==> src/rtl/multicycle_sequencer.sv <==
// Multi-cycle control sequencer: fetch/decode/execute/mem/writeback with bus timeouts,
// illegal-control trap and retired-instruction counter. Strobes are Moore-decoded from state.
module multicycle_sequencer #(
  parameter int MEM_TIMEOUT = 15,
  parameter int CNT_W       = 32
) (
  input  logic             clk,
  input  logic             reset,
  input  logic             imem_ready,
  input  logic             dmem_ready,
  input  logic             ctl_branch,
  input  logic             ctl_memread,
  input  logic             ctl_memwrite,
  input  logic             ctl_memtoreg,
  input  logic             ctl_regwrite,
  input  logic [1:0]       ctl_fetchpc,
  input  logic             branch_taken,
  output logic             imem_req,
  output logic             ir_load,
  output logic             dmem_req,
  output logic             dmem_we,
  output logic             wb_sel_mem,
  output logic             reg_we,
  output logic             pc_we,
  output logic [1:0]       pc_sel,
  output logic [2:0]       state,
  output logic [1:0]       err,
  output logic [CNT_W-1:0] instret
);

  typedef enum logic [2:0] {
    S_FETCH   = 3'd0,
    S_DECODE  = 3'd1,
    S_EXECUTE = 3'd2,
    S_MEM     = 3'd3,
    S_WB      = 3'd4,
    S_HALT    = 3'd7
  } state_e;

  localparam logic [1:0] ERR_NONE    = 2'b00;
  localparam logic [1:0] ERR_FETCH   = 2'b01;
  localparam logic [1:0] ERR_DMEM    = 2'b10;
  localparam logic [1:0] ERR_ILLEGAL = 2'b11;

  // Wait counter only has to reach MEM_TIMEOUT-1; the last value is the final allowed cycle.
  localparam bit              TO_EN       = (MEM_TIMEOUT > 0);
  localparam int              WAIT_W      = (MEM_TIMEOUT > 2) ? $clog2(MEM_TIMEOUT) : 1;
  localparam int              WAIT_LAST_I = (MEM_TIMEOUT > 0) ? MEM_TIMEOUT - 1 : 0;
  localparam logic [WAIT_W-1:0] WAIT_LAST = WAIT_W'(WAIT_LAST_I);

  state_e             state_q, state_d;
  logic [1:0]         err_q, err_d;
  logic [CNT_W-1:0]   instret_q, instret_d;
  logic [WAIT_W-1:0]  wait_q, wait_d;
  logic               timeout_hit;
  logic               illegal_ctl;
  logic               mem_op;

  assign timeout_hit = TO_EN && (wait_q == WAIT_LAST);
  assign illegal_ctl = ctl_memread & ctl_memwrite;
  assign mem_op      = ctl_memread | ctl_memwrite;

  always_comb begin
    state_d   = state_q;
    err_d     = err_q;
    instret_d = instret_q;
    wait_d    = '0;
    case (state_q)
      S_FETCH: begin
        if (imem_ready) begin
          state_d = S_DECODE;
        end else if (timeout_hit) begin
          state_d = S_HALT;
          err_d   = ERR_FETCH;
        end else if (TO_EN) begin
          wait_d = wait_q + 1'b1;
        end
      end
      S_DECODE: state_d = S_EXECUTE;
      S_EXECUTE: begin
        if (illegal_ctl) begin
          state_d = S_HALT;
          err_d   = ERR_ILLEGAL;
        end else if (mem_op) begin
          state_d = S_MEM;
        end else begin
          state_d = S_WB;
        end
      end
      S_MEM: begin
        if (dmem_ready) begin
          state_d = S_WB;
        end else if (timeout_hit) begin
          state_d = S_HALT;
          err_d   = ERR_DMEM;
        end else if (TO_EN) begin
          wait_d = wait_q + 1'b1;
        end
      end
      S_WB: begin
        instret_d = instret_q + 1'b1;
        state_d   = S_FETCH;
      end
      S_HALT: state_d = S_HALT;
      default: state_d = S_HALT;
    endcase
  end

  always_ff @(posedge clk) begin
    if (reset) begin
      state_q   <= S_FETCH;
      err_q     <= ERR_NONE;
      instret_q <= '0;
      wait_q    <= '0;
    end else begin
      state_q   <= state_d;
      err_q     <= err_d;
      instret_q <= instret_d;
      wait_q    <= wait_d;
    end
  end

  // Strobes are forced low for the whole reset cycle, even mid-access.
  always_comb begin
    imem_req   = 1'b0;
    ir_load    = 1'b0;
    dmem_req   = 1'b0;
    dmem_we    = 1'b0;
    wb_sel_mem = 1'b0;
    reg_we     = 1'b0;
    pc_we      = 1'b0;
    pc_sel     = 2'b00;
    if (!reset) begin
      case (state_q)
        S_FETCH: begin
          imem_req = 1'b1;
          ir_load  = imem_ready;
        end
        S_MEM: begin
          dmem_req = 1'b1;
          dmem_we  = ctl_memwrite;
        end
        S_WB: begin
          reg_we     = ctl_regwrite;
          wb_sel_mem = ctl_memtoreg;
          pc_we      = 1'b1;
          pc_sel     = (ctl_branch & ~branch_taken) ? 2'b00 : ctl_fetchpc;
        end
        default: ;
      endcase
    end
  end

  assign state   = state_q;
  assign err     = err_q;
  assign instret = instret_q;

endmodule

==> config.mk <==
export PLATFORM = sky130hd
export DESIGN_NAME = multicycle_sequencer
export DESIGN_NICKNAME = d
export VERILOG_FILES = /design/src/rtl/multicycle_sequencer.sv
export SDC_FILE = /design/constraint.sdc
export NUM_CORES = 1
export LEC_CHECK = 0
export BUFFER_PORTS_ARGS = -buffer_cell sky130_fd_sc_hd__buf_2
export CORE_ASPECT_RATIO = 0.9
export CORE_MARGIN = 2
export CORE_UTILIZATION = 35
export DETAILED_ROUTE_END_ITERATION = 6
export GPL_TIMING_DRIVEN = 0
export PLACE_DENSITY = 0.68
export SETUP_SLACK_MARGIN = 0.1
export SLEW_MARGIN = 20
export SYNTH_ARGS = -nofsm -noshare
export SYNTH_HDL_FRONTEND = slang
export SYNTH_SLANG_ARGS = --single-unit
==> constraint.sdc <==
create_clock -name clk -period 2.5 [get_ports clk]
set_input_delay 0.5 -clock clk [delete_from_list [all_inputs] [get_ports clk]]
set_output_delay 0.5 -clock clk [all_outputs]
set_load 0.02 [all_outputs]
---- After elaboration in Yosys (flattened, before gate mapping) ----
Index checks and enable logic that the tools add are counted.
cells by class
  add/sub/neg operators ................... 2
  muxes and demuxes ....................... 33
  bitwise operators ....................... 4
  equal/unequal tests ..................... 10
  reductions and logical operators ........ 3
operators with widths
  kind                                                  number
  adder 32 x 1 -> 32 bit (second input constant)        1
  2-to-1 mux 2 bit                                      8
  2-to-1 mux 3 bit                                      5
  case mux 3 bit (5 select lines)                       1
  2-to-1 mux 1 bit                                      14
  2-to-1 mux 4 bit                                      3
  inequality test 2 bit (second input constant)         5
  case mux 4 bit (2 select lines)                       1
  equality test 3 x 2 -> 1 bit (second input constant)  2
  case mux 2 bit (3 select lines)                       1
  AND reduction 6 bit                                   1
  adder 4 x 1 -> 4 bit (second input constant)          1
  equality test 4 bit (second input constant)           1
  equality test 3 x 1 -> 1 bit (second input constant)  1
  equality test 3 bit (second input constant)           1
  logical NOT 3 bit                                     1
  nonzero test 3 bit                                    1
  AND 1 bit                                             2
  inverter 1 bit                                        1
  bitwise OR 1 bit                                      1
word-level totals
  word-level logic and storage cells ...... 56
  register bits ........................... 41

---- Logic depth before layout (Yosys ltp) ----
  depth after elaboration ................. 5
  mapped depth ............................ 7
  depth with buffers taken out ............ 6

---- Least setup slack after synthesis ----
Ideal clock, no wire load.
  kind .................................... reg2reg
  from .................................... register instret_q[2], in the netlist instret[2]
  to ...................................... register instret_q[31], in the netlist instret[31]
  arrival ................................. 2.172 ns
  setup time .............................. 0.123 ns
  path buffers ............................ 2
  path slack .............................. 0.205 ns
  period minus slack after synthesis ...... 2.295 ns
  cell stages (with the launch flop) ...... 7
  required time ........................... 2.377 ns
  cell sequence ........................... dfxtp_1 nand3_1 or4_1 clkbuf_1 clkbuf_1 nor4_1 mux2_1
between the ends
  cells in the longest elaborated chain, start to end .. 1
ends and longest elaborated chain
  item                      line  RTL
  start: declaration        53    logic [CNT_W-1:0] instret_q, instret_d;
  start signal: assignment  118   instret_q <= instret_d;
  adder 32 x 1 -> 32 bit    101   instret_d = instret_q + 1'b1;
No other way between the ends.
A chain may end at the register's enable or synchronous reset.

---- Worst setup path after layout ----
  from .................................... register state_q[2], in the netlist state[2]
  to ...................................... register instret_q[29], in the netlist instret[29]
between the ends
  cells in the longest elaborated chain, start to end .. 1
ends and longest elaborated chain
  item                      line  RTL
  start: declaration        51    state_e state_q, state_d;
  start signal: assignment  116   state_q <= state_d;
  equality test 3 bit       68    case (state_q)
No other way between the ends.

==> flow_summary_export.csv <==
group,metric,value,unit
sta,slew_viol_final,0,
global_routing,track_usage,16.0,%
synthesis,ys_types,35,
clock_network,cts-root-buf,"clkbuf_8",
run,maxCapViolCount,0,
setup_path,crit_type,"register to register",
synthesis,yosysMostFrequentCell,"dfxtp_1",
die,start_util,36.8,%
detailed_routing,wl_met3,250,microns
die,die_h,78.0,microns
synthesis,syn_avg_cell_area,8.12,sq um
finish,drive_gt1_share,24.4,%
setup_path,required,2.73,ns
detailed_routing,via_count,2178,
setup_path,rr_worst_depth,7,
global_routing,grt_max_degree,12,
finish,nNetsFinal,342,
detailed_routing,dr_wl_met2,2.36,mm
sta,skew,0.0107,ns
detailed_routing,dr.pass1.iters,4,
sta,report.final.hold_viol_count,0,
synthesis,synth.ff_latch_count,41,
synthesis,syn_inst,262,
detailed_routing,via_per_inst,5.53,
sta,final.setup.worst_slack,0.238,ns
detailed_routing,wl_met1,2.54,mm
placed_design,io_buffers,56,
clock_network,htreeDepth,2,
detailed_routing,drc,0,
power_and_ir_drop,power.leakage,0.985,nW
die,fp.dieW,86.2,microns
global_routing,grt.overflow.total,0,
clock_network,clk_latency,0.29,ns
sta,worst-slew-pin-transition,0.507,ns
setup_path,crit_chain,"buf_6 > or3b_1 > clkbuf_2 > or3_1 > buf_2 > or4_1 > a21oi_2",
sta,period_needed,2.26,ns
synthesis,yosys_warnings,0,
detailed_routing,routed_wl,5.19,mm
global_routing,antenna_found_initial,0,
placed_design,dp_hpwl,3.79,mm
global_routing,grt_pass1_wl,8.87,mm
detailed_routing,wire_per_inst,13.2,microns
clock_network,clk_path_buf_depth,2,
sta,timing.fmax,442,MHz
synthesis,syn-num-nets,279,
hold_path,hold_path_class,"register to register",
power_and_ir_drop,power_density,459,nW/um^2
synthesis,synth-main-ff-cell,"dfxtp_1",
finish,antenna_cells,0,
setup_path,slowest_delay,0.49,ns
clock_network,cts_setup_buffers,0,
detailed_routing,ant_nets,0,
detailed_routing,routed.top_layer,"met4",
finish,fin_util,45.3,%
sta,min_period_over_period,90.5,%
run_status,outcome,"completed",
hold_path,worst_hold_path.num_cells,1,
die,die_area,6720,sq um
setup_path,crit_arrival,2.49,ns
setup_path,cp_slowest_cell,"or4_1",
synthesis,yosys-top-cells-area,"dfxtp_1, or4_1, a21oi_1",
sta,setup-violations-final,0,
finish,fillers,597,
sta,slew_headroom,66.2,%
die,core_area,5790,sq um
synthesis,synth_edf_count,0,
power_and_ir_drop,peakVddDrop,274,uV
global_routing,grt_pass1_vias,1969,
finish,area_growth,23.2,%
synthesis,netlist_top_cells_count,"dfxtp_1, nor2_1, a21oi_1",
die,rows,26,
die,num_io_pins,58,
synthesis,synth_top_area_cell,"dfxtp_1",
setup_path,critPathCaptureType,"register",
setup_path,start_kind,"register",
clock_network,cts_sinks,41,
sta,grt_setup_unrepaired,"true",
clock_network,clkTransAtPathRegs,0.07,ns
synthesis,synth_area,2130,sq um
clock_network,cts_tree,"built",
synthesis,yosysSeqAreaShare,38.6,%
placed_design,gp_congestion,0.847,
synthesis,synthArstFlopShare,0,%
clock_network,cts_made_buffers,5,
setup_path,path_max_fanout,10,
placed_design,dp_slack,0.00361,ns
detailed_routing,detail_route.iter0.violations,141,
synthesis,yosysTopAreaCellShare,38.6,%
[state kept, by name, indices dropped and copies added (netlist names)]
register / count
wait_q: 4
err: 2
instret: 32
state: 3
[routing by layer]
metal,up-vias,global-route usage (%)
met3,5,4.57
met4,0,3.28
met5,-,0
li1,1082,-
met2,60,24.8
met1,1031,22.0
[layout by cell type, fill, tap and decap left out, types with 2 or more instances in the layout]
cell        n
a2111oi_0   2
a21oi_1    19
a31oi_1     2
and2_1      8
and3_1      2
and4_1      2
buf_1       4
buf_2      58
clkbuf_1    7
clkbuf_2    5
clkbuf_8    5
dfxtp_1    39
dfxtp_2     2
ha_1        4
inv_1       8
nand2_1    15
nand3_1     8
nand4_1    11
nor2_1     23
nor2b_1     6
nor3_1     10
nor3b_1     3
nor4_1      4
o21ai_0    10
o31ai_1    13
or2_1       2
or3_1       7
or4_1      16
xnor2_1    10
xor2_1      4
[where the power goes]
part / switching, mW / total (mW) / internal, mW
registers: 0.0103 / 0.673 / 0.663
clock network: 0.213 / 0.397 / 0.184
logic: 0.0818 / 0.133 / 0.0513
[area by class of cell]
class                           instances  area [sq um]  area share (%)
Clock inverter                          1          5.00           0.191
Tap cell                               70          87.6            3.34
Buffer                                 19          87.6            3.34
Inverter                                8          30.0            1.15
Sequential cell                        41           823            31.4
Clock buffer                            5          68.8            2.62
Multi-Input combinational cell        194          1240            47.3
Timing Repair Buffer                   56           280            10.7
[path summary, 6_finish.rpt]
| check | start | end | slack [ns] |
|---|---|---|---|
| worst min-delay path | wait_q[0] | wait_q[0] | 0.46 |
| worst max-delay path | state[2] | instret[29] | 0.24 |
| worst max register to register | state[2] | instret[29] | 0.24 |
| worst min register to register | wait_q[0] | wait_q[0] | 0.46 |
[critical path, delay by kind of cell (launching register included)]
kind | cells | cell delay [ns]
buffers and inverters | 3 | 0.50
flip-flops | 1 | 0.35
AND/OR/NAND/NOR | 3 | 1.20
AO/OA/AOI/OAI | 1 | 0.14
[per-stage QoR]
stage / hold WS (ns) / TNS [ns] / instance area (sq um) / total power [mW] / instances
after floorplan: 0.430 / 0 / 2130 / 0.773 / 262
after global placement: 0.448 / -0.00739 / 2500 / 0.813 / 388
after detailed placement: 0.451 / 0 / 2500 / 0.814 / 388
after CTS: 0.468 / 0 / 2590 / 1.21 / 394
after global routing: 0.484 / 0 / 2620 / 1.26 / 394
final: 0.462 / 0 / 2620 / 1.20 / 394
[cell families (layout without fill, tap and decap cells)]
logic type	after synthesis	in the layout	share of synthesized area [%]
AOI/OAI and AO/OA	50	50	14.2
xor gates and xnor gates	14	14	5.76
adders and majority gates	5	5	2.94
buffers and inverters	27	89	5.00
DFF	41	41	38.6
muxes	2	2	1.06
and+or+nand+nor	123	123	32.5
[what timing repair did]
| item | 4_1_cts | 5_1_grt |
|---|---|---|
| hold buffers | 0 | 0 |
| hold endpoints to repair | 0 | 0 |
| cloned | 0 | 0 |
| resized for setup | 2 | 19 |
| endpoints found under the setup margin | 3 | 14 |
Note: power is estimated with default switching activity, not from simulation.
